**src/rtl/sd_spi_link_phy_pkg.sv**
```systemverilog
// Shared constants for the SPI-mode SD front end: command indices, R1 bits,
// OCR, card states, response sizing and the CRC7 step function.
package sd_spi_pkg;

    localparam logic [5:0] CMD_GO_IDLE_STATE    = 6'd0;
    localparam logic [5:0] CMD_SEND_IF_COND     = 6'd8;
    localparam logic [5:0] CMD_SEND_STATUS      = 6'd13;
    localparam logic [5:0] ACMD_SD_SEND_OP_COND = 6'd41;
    localparam logic [5:0] CMD_APP_CMD          = 6'd55;
    localparam logic [5:0] CMD_READ_OCR         = 6'd58;

    localparam int unsigned R1_IDLE_BIT    = 0;
    localparam int unsigned R1_ILLEGAL_BIT = 2;
    localparam int unsigned R1_CRC_BIT     = 3;
    localparam logic [7:0]  R1_IDLE        = 8'h01 << R1_IDLE_BIT;
    localparam logic [7:0]  R1_ILLEGAL     = 8'h01 << R1_ILLEGAL_BIT;
    localparam logic [7:0]  R1_CRC_ERR     = 8'h01 << R1_CRC_BIT;

    localparam logic [31:0] OCR_VALUE = 32'hC0FF_8000;

    localparam logic [3:0] CARD_IDLE  = 4'd0;
    localparam logic [3:0] CARD_READY = 4'd1;
    localparam logic [3:0] CARD_TRAN  = 4'd4;

    localparam int unsigned RESP_W = 136;
    // One Ncr byte of 1s always precedes the response in the shifter.
    localparam int unsigned TX_W   = RESP_W + 8;

    localparam logic [6:0] CRC7_POLY = 7'h09;

    function automatic logic [6:0] crc7_next(input logic [6:0] crc, input logic din);
        logic fb;
        fb = din ^ crc[6];
        return {crc[5:0], 1'b0} ^ (fb ? CRC7_POLY : 7'h00);
    endfunction

endpackage

```
**src/rtl/sd_spi_link_phy_if.sv**
```systemverilog
// Card-pin bundle for SPI mode: host drives SCLK/CS/MOSI, card drives MISO.
interface sd_spi_link_phy_if;
    logic sd_clk;
    logic sd_cs_n;
    logic sd_mosi;
    logic sd_miso;
    logic sd_miso_oe;

    modport master (output sd_clk, output sd_cs_n, output sd_mosi,
                    input  sd_miso, input sd_miso_oe);
    modport slave  (input  sd_clk, input sd_cs_n, input sd_mosi,
                    output sd_miso, output sd_miso_oe);
endinterface

```
**src/rtl/sd_spi_link_phy_crc7.sv**
```systemverilog
// Serial CRC7 (x^7 + x^3 + 1) over received command bits, MSB first.
module sd_crc7
    import sd_spi_pkg::*;
(
    input  logic       sys_clk,
    input  logic       sys_rst,
    input  logic       clr,
    input  logic       en,
    input  logic       din,
    output logic [6:0] crc
);

    logic [6:0] crc_r;

    // CRC register: clear has priority over a shift.
    always_ff @(posedge sys_clk) begin
        if (sys_rst) begin
            crc_r <= 7'h00;
        end else if (clr) begin
            crc_r <= 7'h00;
        end else if (en) begin
            crc_r <= crc7_next(crc_r, din);
        end else begin
            crc_r <= crc_r;
        end
    end

    assign crc = crc_r;

endmodule

```
**src/rtl/sd_spi_link_phy.sv**
```systemverilog
// SPI-mode SD card front end: samples MOSI frames, decodes the init/status
// command set and shifts R1/R2/R3/R7 responses out on MISO.
module sd_spi_link_phy
    import sd_spi_pkg::*;
(
    input  logic              sys_clk,
    input  logic              sys_rst,
    sd_spi_link_phy_if.slave  pins,
    output logic              spi_mode,
    output logic [3:0]        card_state,
    output logic              cmd_valid,
    output logic [5:0]        cmd_last,
    output logic              err_cmd_crc,
    output logic              err_unhandled_cmd
);

    localparam logic [0:0] RX_HUNT    = 1'b0;
    localparam logic [0:0] RX_COLLECT = 1'b1;

    logic [2:0]        sclk_sync_r;
    logic [1:0]        cs_sync_r;
    logic [1:0]        mosi_sync_r;
    logic              sclk_rise_s, sclk_fall_s, cs_low_s, mosi_bit_s;
    logic              rx_en_s, start_s, frame_done_s, crc_clr_s, crc_en_s;
    logic [0:0]        rx_state_r;
    logic [46:0]       rx_shift_r;
    logic [5:0]        rx_cnt_r;
    logic [6:0]        crc_s;
    logic              frame_rdy_r, crc_ok_r;
    logic [5:0]        idx_r;
    logic [11:0]       arg_lo_r;
    logic              spi_mode_r, cmd_valid_r, app_armed_r, err_crc_r, err_unh_r;
    logic [3:0]        card_state_r;
    logic [5:0]        cmd_last_r;
    logic [1:0]        acmd_cnt_r;
    logic [7:0]        r1_base_s, resp_bits_s;
    logic [RESP_W-1:0] resp_s;
    logic [3:0]        nxt_state_s;
    logic [1:0]        nxt_acmd_s;
    logic              nxt_app_s, set_spi_s, set_crc_err_s, set_unh_s;
    logic              tx_busy_r, miso_r, oe_r;
    logic [TX_W-1:0]   tx_shift_r;
    logic [7:0]        tx_cnt_r;

    // Two-flop synchronisers; the third SCLK stage feeds edge detection.
    always_ff @(posedge sys_clk) begin
        if (sys_rst) begin
            sclk_sync_r <= 3'b000;
            cs_sync_r   <= 2'b11;
            mosi_sync_r <= 2'b11;
        end else begin
            sclk_sync_r <= {sclk_sync_r[1:0], pins.sd_clk};
            cs_sync_r   <= {cs_sync_r[0], pins.sd_cs_n};
            mosi_sync_r <= {mosi_sync_r[0], pins.sd_mosi};
        end
    end

    // Receiver strobes; the receiver is deaf while a response is shifting.
    always_comb begin
        sclk_rise_s  = sclk_sync_r[1] & ~sclk_sync_r[2];
        sclk_fall_s  = ~sclk_sync_r[1] & sclk_sync_r[2];
        cs_low_s     = ~cs_sync_r[1];
        mosi_bit_s   = mosi_sync_r[1];
        rx_en_s      = sclk_rise_s & cs_low_s & ~tx_busy_r;
        start_s      = (rx_state_r == RX_HUNT) & ~rx_shift_r[0] & mosi_bit_s;
        frame_done_s = rx_en_s & (rx_state_r == RX_COLLECT) & (rx_cnt_r == 6'd47);
        // A run of leading zeros leaves the CRC at zero, so clearing on every
        // non-start hunt bit and shifting the start '1' seeds it correctly.
        crc_clr_s    = rx_en_s & (((rx_state_r == RX_HUNT) & ~start_s) | frame_done_s);
        crc_en_s     = rx_en_s & (((rx_state_r == RX_HUNT) & start_s) |
                                  ((rx_state_r == RX_COLLECT) & (rx_cnt_r <= 6'd39)));
    end

    // Frame collector: hunt for a 0,1 pair then take 46 more bits.
    always_ff @(posedge sys_clk) begin
        if (sys_rst) begin
            rx_state_r <= RX_HUNT;
            rx_shift_r <= {47{1'b1}};
            rx_cnt_r   <= 6'd0;
        end else if (!cs_low_s) begin
            rx_state_r <= RX_HUNT;
            rx_shift_r <= {47{1'b1}};
            rx_cnt_r   <= 6'd0;
        end else if (rx_en_s) begin
            rx_shift_r <= {rx_shift_r[45:0], mosi_bit_s};
            case (rx_state_r)
                RX_HUNT: begin
                    rx_state_r <= start_s ? RX_COLLECT : RX_HUNT;
                    rx_cnt_r   <= start_s ? 6'd2 : 6'd0;
                end
                RX_COLLECT: begin
                    rx_state_r <= (rx_cnt_r == 6'd47) ? RX_HUNT : RX_COLLECT;
                    rx_cnt_r   <= (rx_cnt_r == 6'd47) ? 6'd0 : rx_cnt_r + 6'd1;
                end
                default: begin
                    rx_state_r <= RX_HUNT;
                    rx_cnt_r   <= 6'd0;
                end
            endcase
        end else begin
            rx_state_r <= rx_state_r;
            rx_shift_r <= rx_shift_r;
            rx_cnt_r   <= rx_cnt_r;
        end
    end

    sd_crc7 u_crc7 (
        .sys_clk (sys_clk),
        .sys_rst (sys_rst),
        .clr     (crc_clr_s),
        .en      (crc_en_s),
        .din     (mosi_bit_s),
        .crc     (crc_s)
    );

    // Latch the fields of a complete frame; a frame with end bit 0 is dropped.
    always_ff @(posedge sys_clk) begin
        if (sys_rst) begin
            frame_rdy_r <= 1'b0;
            idx_r       <= 6'd0;
            arg_lo_r    <= 12'd0;
            crc_ok_r    <= 1'b0;
        end else if (frame_done_s) begin
            frame_rdy_r <= mosi_bit_s & (rx_shift_r[46:45] == 2'b01);
            idx_r       <= rx_shift_r[44:39];
            arg_lo_r    <= rx_shift_r[18:7];
            crc_ok_r    <= (crc_s == rx_shift_r[6:0]);
        end else begin
            frame_rdy_r <= 1'b0;
            idx_r       <= idx_r;
            arg_lo_r    <= arg_lo_r;
            crc_ok_r    <= crc_ok_r;
        end
    end

    // Command decode: response image (left-aligned), its length and next state.
    always_comb begin
        r1_base_s     = {7'b0000000, card_state_r == CARD_IDLE};
        resp_s        = {RESP_W{1'b0}};
        resp_bits_s   = 8'd8;
        nxt_state_s   = card_state_r;
        nxt_app_s     = 1'b0;
        nxt_acmd_s    = acmd_cnt_r;
        set_spi_s     = 1'b0;
        set_crc_err_s = 1'b0;
        set_unh_s     = 1'b0;
        if (((idx_r == CMD_GO_IDLE_STATE) || (idx_r == CMD_SEND_IF_COND)) && !crc_ok_r) begin
            resp_s[RESP_W-1 -: 8] = r1_base_s | R1_CRC_ERR;
            nxt_app_s             = app_armed_r;
            set_crc_err_s         = 1'b1;
        end else begin
            case (idx_r)
                CMD_GO_IDLE_STATE: begin
                    resp_s[RESP_W-1 -: 8] = R1_IDLE;
                    set_spi_s             = 1'b1;
                    nxt_state_s           = CARD_IDLE;
                    nxt_acmd_s            = 2'd0;
                end
                CMD_SEND_IF_COND: begin
                    resp_s[RESP_W-1 -: 40] = {r1_base_s, 8'h00, 8'h00, 4'h0, arg_lo_r};
                    resp_bits_s            = 8'd40;
                end
                CMD_APP_CMD: begin
                    resp_s[RESP_W-1 -: 8] = r1_base_s;
                    nxt_app_s             = 1'b1;
                end
                CMD_READ_OCR: begin
                    resp_s[RESP_W-1 -: 40] = {r1_base_s, OCR_VALUE};
                    resp_bits_s            = 8'd40;
                end
                CMD_SEND_STATUS: begin
                    resp_s[RESP_W-1 -: 16] = {r1_base_s, 8'h00};
                    resp_bits_s            = 8'd16;
                end
                ACMD_SD_SEND_OP_COND: begin
                    if (app_armed_r && (acmd_cnt_r == 2'd0)) begin
                        resp_s[RESP_W-1 -: 8] = R1_IDLE;
                        nxt_acmd_s            = 2'd1;
                    end else if (app_armed_r) begin
                        resp_s[RESP_W-1 -: 8] = 8'h00;
                        nxt_acmd_s            = 2'd2;
                        nxt_state_s           = CARD_TRAN;
                    end else begin
                        resp_s[RESP_W-1 -: 8] = r1_base_s | R1_ILLEGAL;
                        set_unh_s             = 1'b1;
                    end
                end
                default: begin
                    resp_s[RESP_W-1 -: 8] = r1_base_s | R1_ILLEGAL;
                    set_unh_s             = 1'b1;
                end
            endcase
        end
    end

    // Link-layer state, updated once per accepted frame.
    always_ff @(posedge sys_clk) begin
        if (sys_rst) begin
            cmd_valid_r  <= 1'b0;
            cmd_last_r   <= 6'd0;
            spi_mode_r   <= 1'b0;
            card_state_r <= CARD_IDLE;
            app_armed_r  <= 1'b0;
            acmd_cnt_r   <= 2'd0;
            err_crc_r    <= 1'b0;
            err_unh_r    <= 1'b0;
        end else if (frame_rdy_r) begin
            cmd_valid_r  <= 1'b1;
            cmd_last_r   <= idx_r;
            spi_mode_r   <= spi_mode_r | set_spi_s;
            card_state_r <= nxt_state_s;
            app_armed_r  <= nxt_app_s;
            acmd_cnt_r   <= nxt_acmd_s;
            err_crc_r    <= err_crc_r | set_crc_err_s;
            err_unh_r    <= err_unh_r | set_unh_s;
        end else begin
            cmd_valid_r  <= 1'b0;
            cmd_last_r   <= cmd_last_r;
            spi_mode_r   <= spi_mode_r;
            card_state_r <= card_state_r;
            app_armed_r  <= app_armed_r;
            acmd_cnt_r   <= acmd_cnt_r;
            err_crc_r    <= err_crc_r;
            err_unh_r    <= err_unh_r;
        end
    end

    // MISO shifter: Ncr byte then response, one bit per SCLK fall; CS high aborts.
    always_ff @(posedge sys_clk) begin
        if (sys_rst) begin
            tx_busy_r  <= 1'b0;
            tx_shift_r <= {TX_W{1'b1}};
            tx_cnt_r   <= 8'd0;
            miso_r     <= 1'b1;
            oe_r       <= 1'b0;
        end else begin
            oe_r <= cs_low_s;
            if (!cs_low_s) begin
                tx_busy_r  <= 1'b0;
                tx_shift_r <= tx_shift_r;
                tx_cnt_r   <= 8'd0;
                miso_r     <= 1'b1;
            end else if (frame_rdy_r) begin
                tx_busy_r  <= 1'b1;
                tx_shift_r <= {8'hFF, resp_s};
                tx_cnt_r   <= resp_bits_s + 8'd8;
                miso_r     <= miso_r;
            end else if (tx_busy_r && sclk_fall_s && (tx_cnt_r != 8'd0)) begin
                tx_busy_r  <= 1'b1;
                tx_shift_r <= {tx_shift_r[TX_W-2:0], 1'b1};
                tx_cnt_r   <= tx_cnt_r - 8'd1;
                miso_r     <= tx_shift_r[TX_W-1];
            end else if (tx_busy_r && sclk_fall_s) begin
                tx_busy_r  <= 1'b0;
                tx_shift_r <= tx_shift_r;
                tx_cnt_r   <= 8'd0;
                miso_r     <= 1'b1;
            end else begin
                tx_busy_r  <= tx_busy_r;
                tx_shift_r <= tx_shift_r;
                tx_cnt_r   <= tx_cnt_r;
                miso_r     <= miso_r;
            end
        end
    end

    assign pins.sd_miso      = miso_r;
    assign pins.sd_miso_oe   = oe_r;
    assign spi_mode          = spi_mode_r;
    assign card_state        = card_state_r;
    assign cmd_valid         = cmd_valid_r;
    assign cmd_last          = cmd_last_r;
    assign err_cmd_crc       = err_crc_r;
    assign err_unhandled_cmd = err_unh_r;

endmodule

```
**src/flat_wrapper.sv**
```systemverilog
// flat-port wrapper written by rule: the top's interface ports become plain ports
module sd_spi_link_phy_flat import sd_spi_pkg::*;
  (sys_clk, sys_rst, spi_mode, card_state, cmd_valid, cmd_last, err_cmd_crc, err_unhandled_cmd, pins_sd_clk, pins_sd_cs_n, pins_sd_mosi, pins_sd_miso, pins_sd_miso_oe);
  sd_spi_link_phy_if pins_i ();
  input  logic sys_clk;
  input  logic sys_rst;
  output logic spi_mode;
  output logic [3:0] card_state;
  output logic cmd_valid;
  output logic [5:0] cmd_last;
  output logic err_cmd_crc;
  output logic err_unhandled_cmd;
  input wire logic [$bits(pins_i.sd_clk)-1:0] pins_sd_clk;
  input wire logic [$bits(pins_i.sd_cs_n)-1:0] pins_sd_cs_n;
  input wire logic [$bits(pins_i.sd_mosi)-1:0] pins_sd_mosi;
  output wire logic [$bits(pins_i.sd_miso)-1:0] pins_sd_miso;
  output wire logic [$bits(pins_i.sd_miso_oe)-1:0] pins_sd_miso_oe;
  assign pins_i.sd_clk = pins_sd_clk;
  assign pins_i.sd_cs_n = pins_sd_cs_n;
  assign pins_i.sd_mosi = pins_sd_mosi;
  assign pins_sd_miso = pins_i.sd_miso;
  assign pins_sd_miso_oe = pins_i.sd_miso_oe;
  sd_spi_link_phy u_core (.sys_clk(sys_clk), .sys_rst(sys_rst), .pins(pins_i), .spi_mode(spi_mode), .card_state(card_state), .cmd_valid(cmd_valid), .cmd_last(cmd_last), .err_cmd_crc(err_cmd_crc), .err_unhandled_cmd(err_unhandled_cmd));
endmodule
```
**config.mk**
```make
export PLATFORM = sky130hd
export DESIGN_NAME = sd_spi_link_phy_flat
export DESIGN_NICKNAME = d
export VERILOG_FILES = /design/src/rtl/sd_spi_link_phy_pkg.sv /design/src/rtl/sd_spi_link_phy_if.sv /design/src/rtl/sd_spi_link_phy_crc7.sv /design/src/rtl/sd_spi_link_phy.sv /design/src/flat_wrapper.sv
export SDC_FILE = /design/constraint.sdc
export NUM_CORES = 1
export LEC_CHECK = 0
export CAP_MARGIN = 0
export CORE_MARGIN = 2
export CORE_UTILIZATION = 40
export CTS_CLUSTER_DIAMETER = 150
export CTS_CLUSTER_SIZE = 25
export DETAILED_ROUTE_END_ITERATION = 8
export GPL_TIMING_DRIVEN = 0
export PLACE_DENSITY = 0.52
export SLEW_MARGIN = 20
export SYNTH_ARGS = -nofsm -noshare
export SYNTH_HDL_FRONTEND = slang
export SYNTH_SLANG_ARGS = --single-unit
```
**constraint.sdc**
```tcl
create_clock -name sys_clk -period 4.05 [get_ports sys_clk]
set_input_delay 0.6075 -clock sys_clk [delete_from_list [all_inputs] [get_ports sys_clk]]
set_output_delay 0.6075 -clock sys_clk [all_outputs]
set_load 0.05 [all_outputs]
```
After elaboration in Yosys (flattened, before gate mapping). Cells that the tools add are included.

Bits of input ports: 5. Output and inout bits: 16. Word-level logic and storage cells: 136. Flip-flop bits (word level): 260.

Mux-type cells: 41. Equality and inequality tests: 11. Reductions and logical operators: 25. Bitwise operators: 31. $add $sub $neg: 3. Order comparisons: 1.

Operator list (number): $mux 144 (2); $mux 8 (6); $pmux 24 s2 (1); $mux 32 (1); $eq 6x6->1 const B (4); $pmux 6 s2 (2); $pmux 8 s3 (1); $mux 1 (15); $and 1x1->1 (14); $eq 6x4->1 const B (2); $mux 4 (3); $not 1->1 (10); $add 8x4->8 const B (1); $pmux 4 s2 (1); $reduce_bool 8->1 (1); $reduce_or 2->1 (4); $sub 8x1->8 const B (1); $eq 7x7->1 (1); $xor 7x4->7 (1); $add 6x1->6 const B (1); $le 6x6->1 const B (1); $logic_not 6->1 (1); $mux 2 (3); $mux 3 (2); other kinds (21) (33).

Depth between registers and ports, before layout. Gate-level depths: netlist (run 1).

Depth after elaboration: 9. Depth in mapped cells: 9. Depth with buffers taken out: 7.

Modules after synthesis. A second synthesis (run 1) with hierarchy kept.

Cells, all modules: 927. Area total of the unflattened synthesis: 9158.8 um2.

By module, submodules not included: sd_spi_link_phy (times used 1, cells an instance 899, area each 8882.3 um2, seq. area each 5004.8 um2); sd_crc7 (times used 1, cells an instance 28, area each 276.5 um2, seq. area each 140.1 um2).

Worst setup path after synthesis (run 1). No wires, ideal clock.

Kind: reg-to-reg. Start point: reg u_core.tx_cnt_r[0]. End point: reg u_core.tx_shift_r[78]. Cell stages (with the launch flop): 9. Library setup time: 122 ps. Setup slack: 1863 ps. Period minus slack after synthesis: 2187 ps. Data arrival time: 2066 ps. Buffers on the path: 2. Data required time: 3928 ps. Cell sequence: dfxtp_1 > inv_1 > ha_1 > or4b_4 > o41ai_4 > nor2_2 > buf_2 > buf_2 > a221o_1.

Cells in the longest elaborated chain, start to end: 4.

Ends and longest elaborated chain: start: declaration (line sd_spi_link_phy.sv:43) `logic [7:0] tx_cnt_r;`; start signal: assignment (line sd_spi_link_phy.sv:246) `tx_cnt_r <= resp_bits_s + 8'd8;`; start signal: assignment (line sd_spi_link_phy.sv:251) `tx_cnt_r <= tx_cnt_r - 8'd1;`; start signal: assignment (line sd_spi_link_phy.sv:261) `tx_cnt_r <= tx_cnt_r;`; $reduce_bool 8->1 (line sd_spi_link_phy.sv:248) `end else if (tx_busy_r && sclk_fall_s && (tx_cnt_r != 8'd0)) begin`; $logic_and 1x1->1 (line sd_spi_link_phy.sv:248); $reduce_bool 2->1 (no line); $reduce_and 2->1 (no line); end signal: assignment (line sd_spi_link_phy.sv:245) `tx_shift_r <= {8'hFF, resp_s};`; end signal: assignment (line sd_spi_link_phy.sv:250) `tx_shift_r <= {tx_shift_r[TX_W-2:0], 1'b1};`; end signal: assignment (line sd_spi_link_phy.sv:255) `tx_shift_r <= tx_shift_r;`; end: declaration (line sd_spi_link_phy.sv:42) `logic [TX_W-1:0] tx_shift_r;`.

Every way passes these cells. A chain may end at the register's enable or synchronous reset.

Worst setup path in the final report (run 1).
Start point: reg u_core.tx_cnt_r[0]. End point: reg u_core.tx_shift_r[39].

The elaborated chain is that of the path after synthesis.

==> results by stage, run 1 <==
Detailed routing:
- Summed over all nets, wire length on met3 after detailed routing comes to 486 um.
- The final route contains 6741 vias.
- The violation count after the first detailed-route iteration is 447.
- Using the TritonRoute via totals, the vias-per-cell ratio works out to 5.38.
- The routed design uses 8.16 mm of met2 wire.
- The detailed router put a total of 10.2 mm of wire on met1.
- The final layout contains routed wiring with a total length of 19.1 mm.
- The uppermost layer routed is met4.
- Once detail routing completed, the nets flagged for antenna violations numbered 0.
- The remaining design rule violation count is 0.
- The final routed wire length divided by cell count is 15.2 um.
- The count of TritonRoute iterations in the first routing pass is 5.

CTS:
- TritonCTS built the clock tree.
- The cell at the root of the clock tree is sky130_fd_sc_hd__clkbuf_16.
- TritonCTS created 14 clock buffers.
- Gates resized during post-CTS repair numbered 0.
- In this run the number of H-tree levels came out at 1.
- The post-CTS repair timing setup buffer count is 0.
- The worst-case clock buffer depth is 3.
- After clock tree synthesis, the clock-pin slew on the worst setup and hold paths is 0.10 ns.
- For this design, the CTS-stage hold fixing added 0 buffers.
- The clock sink total is 257.
- The clock latency on the worst-skew pair is 0.48 ns.

Place:
- The number of buffer cells added on primary ports is 17.
- At the end of routability-driven placement, the weighted congestion stood at 0.721.
- The HPWL reported at the end of detailed placement is 12.7 mm.

Logic synthesis:
- The portion of the post-synthesis area used by sequential elements is 56.1%.
- Of the post-synthesis cell area, the dominant cell type holds 56.1%.
- The count of unique library cells instantiated by Yosys is 55.
- Synthesis produced 933 cells.
- The number of warnings reported in the yosys synthesis log is 0.
- In this run the mean area of a mapped cell was 9.84 sq um.
- The combined area of all synthesized cells is 9180 sq um.
- The commonest cells after synthesis are sky130_fd_sc_hd__dfxtp_1, sky130_fd_sc_hd__nand2_1, sky130_fd_sc_hd__a221o_1.
- Counting flops with a built-in enable in the synthesized netlist gives 0.
- The biggest area consumer among synthesized cells is sky130_fd_sc_hd__dfxtp_1.
- For this run, the leading register cell type out of synthesis is sky130_fd_sc_hd__dfxtp_1.
- Counting flops with an async set or reset pin after synthesis yields a share of 0%.
- After synthesis the netlist holds a flip-flop and latch count of 257.
- The cell with the most instances after synthesis is sky130_fd_sc_hd__dfxtp_1.
- By area the synthesized netlist is led by sky130_fd_sc_hd__dfxtp_1, sky130_fd_sc_hd__a221o_1, sky130_fd_sc_hd__nand2_1.

STA:
- Clock skew on the completed layout was measured at 0.0228 ns.
- Summed over all failing endpoints, the final setup total negative slack is 0 ns.
- The time the final worst path needs with I/O delays and setup is 2.66 ns.
- In this run the tightest slew margin relative to its limit is 32.8%.
- At the pin with the least slew margin, the transition time is 0.999 ns.
- Setup repair after global routing left no endpoint under its margin.
- The final max-slew violation count is 0.
- The final number of setup-violating endpoints is 0.
- The final hold violation count came to 0.
- The final cycle utilization of the critical path is 65.8%.
- Based on the critical path, the design can be clocked at up to 0.375 GHz.

Power and ir drop:
- The static leakage is 0.00372 uW.
- Power spread over the standard cell area amounts to 406 nW/um^2.
- The worst voltage drop across the vdd grid is 0.245 mV.

GRT:
- The number of antenna violations at the first check in global routing came to 0.
- The global route total overflow is 0.
- Entering global routing, the biggest net connects 26 pins.
- The via count of the first global-routing pass is 6328.
- The wire length of the first global-routing pass is 32.2 mm.
- The total routing usage reported by global routing is 15.8%.

Finish:
- The number of antenna diodes in the final layout is 0.
- For this run, the post-layout net count is 976.
- Cells fill 44.8% of the core in the end.
- The area added between synthesis and finish is 10.1%.
- In the final layout, the share of cells above drive strength 1 is 5.68%.

Floorplan:
- In this run the core area contains 55 standard-cell rows.
- The core region is 22600 sq um.
- The die is 155 um tall.
- The x dimension of the die is 155 um.
- The top-level port count is 21.
- The area of the die is 24200 sq um.
- For this configuration, the core starts out at a cell density of 40.7%.

Flow run:
- The number of max-capacitance violations reported is 0.

Critical path:
- The startpoint kind of the worst setup timing path is a flop.
- The arrival time at the worst endpoint is 3.04 ns.
- The kind of end point of the critical path is a flop.
- The class of the most critical setup path is flop to flop.
- At the worst endpoint, the required time is 4.42 ns.
- Along the worst path, the maximum fanout reaches 10.

Run status:
- The run finished with clean final reports.

Worst hold path:
- The min-delay analysis places its worst path in the category flop to flop.
-- flip-flops by register name, summed over array words and instances (netlist names), 2 cells and up --
name                cells
u_core.tx_cnt_r         8
u_core.arg_lo_r        12
u_core.rx_cnt_r         6
u_core.idx_r            6
u_core.rx_shift_r      47
u_core.acmd_cnt_r       2
u_core.mosi_sync_r      2
u_core.sclk_sync_r      3
u_core.u_crc7.crc       7
u_core.tx_shift_r     144
u_core.cs_sync_r        2
u_core.cmd_last         6
-- where the power goes --
group          switching, uW  leakage (uW)  internal, uW
Sequential              2.12       0.00208          2530
Clock                    811      0.000195           679
Combinational           58.0       0.00145          21.0
Total                    871       0.00372          3230
-- final timing paths --
kind / from / to / slack, ns / cells past startpoint
worst max-delay path: u_core.tx_cnt_r[0] / u_core.tx_shift_r[39] / 1.39 / 8
worst min-delay path: u_core.cs_sync_r[0] / u_core.cs_sync_r[1] / 0.42 / 1
worst min register to register: u_core.cs_sync_r[0] / u_core.cs_sync_r[1] / 0.42 / 1
worst max register to register: u_core.tx_cnt_r[0] / u_core.tx_shift_r[39] / 1.39 / 8
-- metal layers --
layer,up-vias,global-route usage (%)
met5,-,0
met4,0,3.45
met3,19,2.40
met2,62,24.3
met1,3207,23.4
li1,3453,-
-- through the flow --
step | hold slack, ns | area, sq um | total power [uW] | setup WS (ns) | instances
detailed placement | 0.396 | 9710 | 2670 | 1.37 | 1237
finish | 0.417 | 10100 | 4100 | 1.39 | 1253
global placement | 0.394 | 9710 | 2670 | 1.37 | 1237
floorplan | 0.389 | 9180 | 2640 | 1.86 | 935
CTS | 0.413 | 10100 | 4170 | 1.36 | 1253
global route | 0.429 | 10100 | 4280 | 1.21 | 1253
-- layout by cell type (no fill, tap or decap), types with 4 or more instances in the layout --
cell type / Yosys / routed
sky130_fd_sc_hd__dfxtp_1: 257 / 257
sky130_fd_sc_hd__nor4_1: 4 / 4
sky130_fd_sc_hd__or3_1: 4 / 4
sky130_fd_sc_hd__clkbuf_1: 56 / 56
sky130_fd_sc_hd__o21ai_0: 6 / 6
sky130_fd_sc_hd__o22ai_1: 11 / 11
sky130_fd_sc_hd__a221o_1: 120 / 120
sky130_fd_sc_hd__a221oi_1: 13 / 13
sky130_fd_sc_hd__clkdlybuf4s50_1: 0 / 17
sky130_fd_sc_hd__nor2_1: 39 / 39
sky130_fd_sc_hd__a21oi_1: 41 / 41
sky130_fd_sc_hd__xor2_1: 11 / 11
sky130_fd_sc_hd__nand2_1: 185 / 185
sky130_fd_sc_hd__inv_1: 7 / 7
sky130_fd_sc_hd__buf_2: 21 / 21
sky130_fd_sc_hd__mux2i_1: 14 / 14
sky130_fd_sc_hd__buf_1: 5 / 5
sky130_fd_sc_hd__nand3_1: 54 / 54
sky130_fd_sc_hd__nor2b_1: 7 / 7
sky130_fd_sc_hd__clkbuf_16: 0 / 15
sky130_fd_sc_hd__or2_2: 6 / 6
sky130_fd_sc_hd__nand4_1: 4 / 4
sky130_fd_sc_hd__nor3_1: 11 / 11
-- critical path, cell delays in order (launching register included) --
cell	delay, ns
sky130_fd_sc_hd__dfxtp_1	0.35
sky130_fd_sc_hd__inv_1	0.06
sky130_fd_sc_hd__ha_1	0.18
sky130_fd_sc_hd__or4b_4	0.53
sky130_fd_sc_hd__o41ai_4	0.45
sky130_fd_sc_hd__nor2_2	0.19
sky130_fd_sc_hd__buf_2	0.26
sky130_fd_sc_hd__buf_2	0.21
sky130_fd_sc_hd__a221o_1	0.31
-- logic make-up (layout without fill, tap and decap cells) --
family | count (synthesis) | after routing | share of synthesized area (%)
compound gates | 213 | 213 | 19.8
xor+xnor | 14 | 14 | 1.34
fa+ha+maj | 3 | 3 | 0.409
buf+inv | 93 | 126 | 4.21
flops | 257 | 257 | 56.1
mux | 14 | 14 | 1.53
other cells | 1 | 3 | 0.0409
simple gates | 338 | 338 | 16.6
-- final cells by class --
type,instances,area (sq um)
repair buffers,17,170
flip-flops and latches,257,5140
plain buffers,85,357
clock buffers,15,375
clock inverters,1,20.0
inverters,8,30.0
fillers,2203,12500
well taps,285,357
multi-input cells,585,3650
Power figures use the tool's default switching activity.
==> inputs of run 2 (changes only) <==
--- a/config.mk
+++ b/config.mk
@@ -12,7 +12,7 @@
 export CTS_CLUSTER_SIZE = 25
 export DETAILED_ROUTE_END_ITERATION = 8
 export GPL_TIMING_DRIVEN = 0
-export PLACE_DENSITY = 0.52
+export PLACE_DENSITY = 0.55
 export SLEW_MARGIN = 20
 export SYNTH_ARGS = -nofsm -noshare
 export SYNTH_HDL_FRONTEND = slang
==> constraint.sdc (replaced) <==
create_clock -name sys_clk -period 2.3 [get_ports sys_clk]
set_input_delay 0.345 -clock sys_clk [delete_from_list [all_inputs] [get_ports sys_clk]]
set_output_delay 0.345 -clock sys_clk [all_outputs]
set_load 0.05 [all_outputs]
==> run 2 against run 1 <==
The flow now finishes with violations (negative setup slack). Sequential share of layout area is 2.6 points lower. Worst hold slack worse by 0.0038 ns. Die area unchanged. Critical path depth is 1 higher. Sequential power increased by 76%. Worst setup slack got worse by 1.4 ns. Critical path type unchanged. Critical endpoint is now u_core.tx_shift_r[67].
==> results by stage, run 2 (synthesis results as in run 1) <==
Place:
- In this run the cell area measured after placement is 9720 sq um.
- The cell total after placement is 1237.
- The number of buffer cells added on primary ports is 17.
- At the end of routability-driven placement, the weighted congestion stood at 0.820.
- The wire-length estimate of the detail-placed layout is 12.7 mm.

GRT:
- The via count of the first global-routing pass is 6531.
- The total routing usage reported by global routing is 16.4%.
- The maximum number of pins on one net before global-route repair is 26.
- Global routing finished with a remaining overflow of 0.
- The number of antenna violations at the first check in global routing was 0.
- The first global-routing pass estimated 33.2 mm of wire.

CTS:
- The clock sink total is 257.
- After clock tree synthesis, the clock-pin slew on the worst setup and hold paths is 0.10 ns.
- The tree is rooted in a sky130_fd_sc_hd__clkbuf_16.
- The worst-case clock buffer depth is 3.
- TritonCTS built the clock tree.
- In this run the number of H-tree levels came out at 1.
- The clock latency on the worst-skew pair is 0.49 ns.
- The total CTS buffers is 14.
- Hold repair after CTS inserted 0 buffers.

Worst hold path:
- In this run the worst hold path is classified as input port to flop.

STA:
- The final max-slew violation count is 0.
- The final number of setup-violating endpoints is 1.
- In the finished design, the share of the clock period the worst path needs comes to 100%.
- Summed over all failing endpoints, the final setup total negative slack is -0.00308 ns.
- Based on the critical path, the design can be clocked at up to 0.434 GHz.
- Setup repair after global routing could not meet its margin everywhere.
- The final hold violation count is 0.
- The transition time at the pin with the least slew margin is 0.788 ns.
- The worst path in the final design needs a cycle of 2.30 ns, including I/O delays and setup.
- The post-route clock skew is 0.0283 ns.
- The worst setup margin is -0.00308 ns.
- The worst slew margin relative to its limit is 47.2%.

Flow run:
- The number of max-capacitance violations reported is 0.

Detailed routing:
- The total number of vias is 6855.
- The remaining design rule violation count is 0.
- The detail route stage leaves a number of antenna-violating nets equal to 0.
- In this run, the number of DRC markers left after iteration 0 of detailed routing was 401.
- Dividing the detail-routed wire length by the instance count gives 15.8 um.
- The average vias per placed instance is 5.40.
- The routed design has 20.0 mm of wire.
- Before antenna repair, the detailed router went through 5 iterations.

Run status:
- The checks that failed: negative setup slack.
- The run finished, with violations left.

Finish:
- In the layout the commonest cells are sky130_fd_sc_hd__dfxtp_1, sky130_fd_sc_hd__nand2_1, sky130_fd_sc_hd__a221o_1.
- More flip-flops sit in one register than any other, and that register is u_core.tx_shift_r.
- In the final layout, flip-flops and latches occupy 5150 sq um.
- In the final layout, the registers with the most flip-flops are u_core.tx_shift_r (144), u_core.rx_shift_r (47), u_core.arg_lo_r (12).
- 0 antenna diodes ended up in the layout.
- At the end of the flow, the number of nets in the layout was 993.
- In the final layout, the share of cells above drive strength 1 is 10.8%.
- Cells fill 47.2% of the core in the end.
- The library cell used most frequently in the layout, excluding fill and tap cells, is sky130_fd_sc_hd__dfxtp_1.
- The flip-flop count of the largest register after layout is 144.
- From synthesis to final layout, the design area changed by 16.1%.
- The multi-input logic area is 3740 sq um.
- Counting the fill cells in the layout gives 2189.
- The final non-filler cell total is 1270.
- The post-layout instance area is 10700 sq um.

Floorplan:
- The x dimension of the die is 155 um.
- The number of core rows is 55.
- The initial core utilization is 40.7%.
- From bottom edge to top edge, the die measures 155 um.
- The die covers 24200 sq um.
- The region available for standard cell placement spans 22600 sq um.
- The top-level port count is 21.

Critical path:
- The arrival time at the worst endpoint is 2.67 ns.
- The startpoint kind of the worst setup timing path is a flop.
- The launch point of the critical path is u_core.tx_cnt_r[0].
- The class of the most critical setup path is flop to flop.
- The kind of end point of the critical path is a flop.
- The reg-to-reg critical path endpoint is u_core.tx_shift_r[67].
- The worst register-to-register path has a depth of 9.
- Setup slack on the worst reg-to-reg path comes out at -0.003 ns.
- The end of the critical path is u_core.tx_shift_r[67].
- The startpoint of the worst register-to-register path is u_core.tx_cnt_r[0].
- Along the worst path, the maximum fanout reaches 5.
- Data on the critical path is required at its endpoint by 2.67 ns.

Power and ir drop:
- The worst-case IR drop observed on VDD is 0.640 mV.
- The switching component of the power is 1550 uW.
- The sequential cell fraction of total power is 61.6%.
- The clock network accounts for 36.4% of the total power.
- The total power per unit cell area is 679 nW/um^2.
- The analysis attributes to cell leakage a power of 0.00399 uW.
- The internal power component is 5690 uW.
- The share of total power dissipated in combinational logic is 2.0%.
- The switching part of the total is 21.4%.
run 2: cell count changes in the layout (fill, tap and decap cells not counted), sizes merged:
cell	before	now
buf	29	57
clkbuf	71	60
run 2: area by class of cell:
cell class	count	area share, %
Clock inverter	1	0.188
Inverter	8	0.282
Multi-Input combinational cell	585	35.1
Sequential cell	257	48.3
Tap cell	285	3.35
Timing Repair Buffer	41	4.44
Clock buffer	15	3.52
Buffer	78	4.80
run 2: timing repair:
action,CTS,global route
setup buffers,14,8
pin swaps,14,14
setup endpoints to repair,177,188
cloned,7,2
resized for setup,75,28
run 2: metrics by stage:
step / hold WS [ns] / setup slack [ns] / total power (uW)
floorplan: 0.389 / 0.113 / 4660
global placement: 0.415 / -0.279 / 4700
detailed placement: 0.429 / -0.312 / 4700
CTS: 0.396 / -0.165 / 7350
global route: 0.395 / -0.0618 / 7520
finish: 0.414 / -0.00308 / 7240
run 2: power by group through the flow:
stage	combinational (uW)	sequential (uW)	clock, uW
2_1_floorplan	95.4	4560	0
3_3_place_gp	140	4560	0
3_5_place_dp	140	4560	0
4_1_cts	143	4460	2740
5_1_grt	158	4460	2900
6_report	143	4460	2640
run 2: per-layer routing:
layer  routed length, um  GRT usage (%)  up-vias
li1                    -              -     3490
met1               10200           23.6     3283
met2                9020           26.4       63
met3                 458           2.12       19
met4                 338           3.71        0
met5                   0              0        -
run 2: worst min path at each step:
| stage | startpoint | endpoint | cells past startpoint |
|---|---|---|---|
| global route | pins_sd_cs_n | u_core.cs_sync_r[0] | 2 |
| global placement | u_core.rx_shift_r[46] | u_core.frame_rdy_r | 1 |
| floorplan | u_core.cs_sync_r[0] | u_core.cs_sync_r[1] | 1 |
| detailed placement | u_core.sclk_sync_r[0] | u_core.sclk_sync_r[1] | 1 |
| finish | pins_sd_clk | u_core.sclk_sync_r[0] | 2 |
| CTS | pins_sd_clk | u_core.sclk_sync_r[0] | 2 |
run 2: critical path, stage by stage, from the launching register on:
cell and delay, ns:
sky130_fd_sc_hd__dfxtp_2 0.34, sky130_fd_sc_hd__inv_2 0.06, sky130_fd_sc_hd__ha_4 0.13, sky130_fd_sc_hd__or4b_4 0.48
sky130_fd_sc_hd__o41ai_4 0.33, sky130_fd_sc_hd__nor2_4 0.11, sky130_fd_sc_hd__buf_6 0.16, sky130_fd_sc_hd__buf_12 0.14
sky130_fd_sc_hd__buf_8 0.12, sky130_fd_sc_hd__a221o_1 0.31
==> inputs of run 3 (changes only) <==
--- a/config.mk
+++ b/config.mk
@@ -13,6 +13,7 @@
 export DETAILED_ROUTE_END_ITERATION = 8
 export GPL_TIMING_DRIVEN = 0
 export PLACE_DENSITY = 0.55
+export SKIP_CTS_REPAIR_TIMING = 1
 export SLEW_MARGIN = 20
 export SYNTH_ARGS = -nofsm -noshare
 export SYNTH_HDL_FRONTEND = slang
==> run 3 against run 2 <==
The flow still finishes with violations (negative setup slack). Register-to-register slack got worse by 0.14 ns. Sequential power hardly changed. Flip-flop and latch count did not move. Power hardly changed. First-iteration DRC count is 10% lower. Combinational power about the same. Die area unchanged. Critical path type unchanged. Critical endpoint is now u_core.tx_shift_r[78].
==> results by stage, run 3 (synthesis results as in run 1) <==
Critical path:
- Data on the critical path is required at its endpoint by 2.68 ns.
- The signal on the critical path passes through inv_2, ha_4, or4b_4, o41ai_4, buf_6, nor2_4, clkbuf_16, clkbuf_16, a221o_1.
- The library cell contributing the largest single delay on the critical path is sky130_fd_sc_hd__or4b_4.
- The startpoint identified for the worst register-to-register timing path is u_core.tx_cnt_r[0].
- The arrival time at the worst endpoint is 2.82 ns.
- Of all nets on the critical path, the largest fanout is 6.
- By instance count, the cell type seen most on the critical path is sky130_fd_sc_hd__clkbuf_16.
- The class of the most critical setup path is flop to flop.
- The worst register-to-register path has a depth of 9.
- The startpoint kind of the worst setup timing path is a flop.
- The worst setup path is captured at a flop.
- The largest single stage delay on the critical path is 0.51 ns.
- The launch point of the critical path is u_core.tx_cnt_r[0].

CTS:
- The clock-pin slew on the worst setup and hold paths is 0.10 ns.
- The root buffer cell chosen for the clock tree is sky130_fd_sc_hd__clkbuf_16.
- In this run the deepest clock path goes through 3 buffers.
- In this run the number of H-tree levels came out at 1.
- The TritonCTS clock tree is done.
- The later pin in the worst-skew pair is clocked with a latency of 0.49 ns.
- In this run, CTS created clock tree buffers numbering 14.
- The clock sink total is 257.

STA:
- Setup repair after global routing could not meet its margin everywhere.
- After layout, the minimum clock period comes to 2.45 ns.
- The final max-slew violation count is 0.
- Setup violations remaining at the end of the flow were counted as 133.
- For this run, the top clock speed supported by timing is 0.409 GHz.
- The final cycle utilization of the critical path is 106%.
- Setup slack on the critical path of the routed design comes to -0.146 ns.
- The transition time at the pin with the least slew margin is 0.805 ns.
- For the final database, setup skew stands at 0.0275 ns.
- Headroom to the max-slew limit came out at 46.3%.
- The final hold violation count is 0.

Place:
- The number of buffer cells added on primary ports is 17.
- The HPWL reported at the end of detailed placement is 12.7 mm.
- The worst slack after detailed placement is -0.312 ns.
- After detailed placement, the design holds a cell count of 1237.
- Summing all placed instances gives a cell area of 9720 sq um.
- Routability-driven placement finished with a final weighted congestion of 0.820.

GRT:
- The total routing usage reported by global routing is 16.0%.
- The number of antenna violations at the first check in global routing is 0.
- Entering global routing, the biggest net connects 26 pins.
- The via count of the first global-routing pass was 6346.
- After global routing the overflow that remains totals 0.
- The first global-routing pass estimated 32.5 mm of wire.

Power and ir drop:
- The clock share of power is 36.3%.
- The switching part of the total is 21.4%.
- Summed over all cells, the static leakage comes to 0.00398 uW.
- Internal power comes to 5690 uW.
- In this run, the combinational gates consume 2.0% of the power.
- The worst voltage drop across the vdd grid is 0.641 mV.
- Of the total power, registers draw 61.7%.
- The total power per unit cell area is 677 nW/um^2.
- The switching component of the power is 1550 uW.

Detailed routing:
- The number of nets still failing antenna checks after routing is 0.
- The remaining design rule violation count is 0.
- In the final routed layout, each cell accounts on average for 15.8 um.
- After detailed routing, the total wire length is 20.1 mm.
- In the routed layout, each cell is associated on average with a via count of 5.41.
- The count of TritonRoute iterations in the first routing pass is 6.
- The detailed router finished its first iteration with 361 violations.
- The total number of vias is 6875.

Finish:
- The register with the most flip-flops is u_core.tx_shift_r.
- The share of final-layout standard cells stronger than drive strength 1 is 11.1%.
- In the final layout, the registers with the most flip-flops are u_core.tx_shift_r (144), u_core.rx_shift_r (47), u_core.arg_lo_r (12).
- The final non-filler cell total is 1270.
- The library cell used most frequently in the layout, excluding fill and tap cells, is sky130_fd_sc_hd__dfxtp_1.
- At the end of the flow, the number of nets in the layout was 993.
- The flip-flop count of the largest register after layout is 144.
- The library cells used most frequently in the layout, excluding fill and tap cells, are sky130_fd_sc_hd__dfxtp_1, sky130_fd_sc_hd__nand2_1, sky130_fd_sc_hd__a221o_1.
- After filler insertion, the fill cell instance count of the layout stands at 2190.
- The total inserted antenna cells is 0.
- Compared with the post-synthesis result, the final layout area differs by 16.4%.
- Once layout is done, the placed cells without fillers occupy 10700 sq um.

Worst hold path:
- The launch instance of the worst min-delay path is pins_sd_clk.
- The kind of path behind the tightest hold check is input port to flop.
- The worst hold path passes through 2 cells.

Floorplan:
- Once the floorplan was initialized, standard cells occupied 40.7% of the core.
- 21 I/O pins were placed.
- The x dimension of the die is 155 um.
- The floorplan has 55 rows.
- The floorplan step defined a die boundary enclosing 24200 sq um.
- The floorplan core area is 22600 sq um.
- Measured along the y axis, the die boundary spans 155 um.

Flow run:
- Across the run, the number of max-cap violations was 0.

Run status:
- The flow ran to the end, but the final reports show violations.
- The checks that failed: negative setup slack.
run 3: changes by cell type in the layout (fill, tap and decap cells not counted), moves of 5 or more:
cell,before,now
sky130_fd_sc_hd__buf_4,24,13
sky130_fd_sc_hd__buf_6,11,19
sky130_fd_sc_hd__buf_2,1,8
sky130_fd_sc_hd__a221oi_1,6,1
run 3: cell type report:
type	instances	area, sq um	area share, %
clock inverter	1	20.0	0.187
multi-input combinational	586	3800	35.6
inverter	8	30.0	0.281
timing repair buffer	38	437	4.09
tap	285	357	3.34
buffer	80	503	4.71
clock buffer	15	375	3.52
sequential	257	5150	48.2
run 3: per-layer routing:
metal / vias up / track usage, % / wire [um]
li1: 3486 / - / -
met1: 3301 / 23.1 / 10300
met2: 71 / 25.5 / 9040
met3: 17 / 2.17 / 447
met4: 0 / 3.58 / 319
met5: - / 0 / 0
run 3: worst max-delay path: cells and delay by family (launching register included):
family          cells  cell delay [ns]
simple gates        2             0.58
buf+inv             4             0.59
compound gates      2             0.66
fa+ha+maj           1             0.13
flops               1             0.37
run 3: power groups by stage:
stage | clock, uW | sequential, uW | combinational, uW
2_1_floorplan | 0 | 4560 | 95.4
3_3_place_gp | 0 | 4560 | 140
3_5_place_dp | 0 | 4560 | 140
4_1_cts | 2740 | 4460 | 141
5_1_grt | 2900 | 4460 | 160
6_report | 2630 | 4460 | 145
run 3: final timing paths:
check	end	slack, ns
max	u_core.tx_shift_r[78]	-0.15
min	u_core.sclk_sync_r[0]	0.41
max reg2reg	u_core.tx_shift_r[78]	-0.15
min reg2reg	u_core.frame_rdy_r	0.45
run 3: stage by stage:
step | total power (uW) | hold slack, ns | util (%) | TNS (ns)
3_3_place_gp | 4700 | 0.415 | 43.0 | -27.60
4_1_cts | 7340 | 0.396 | 44.8 | -35.68
5_1_grt | 7520 | 0.395 | 47.3 | -20.90
3_5_place_dp | 4700 | 0.429 | 43.0 | -31.29
6_report | 7230 | 0.414 | 47.3 | -10.73
2_1_floorplan | 4660 | 0.389 | - | 0
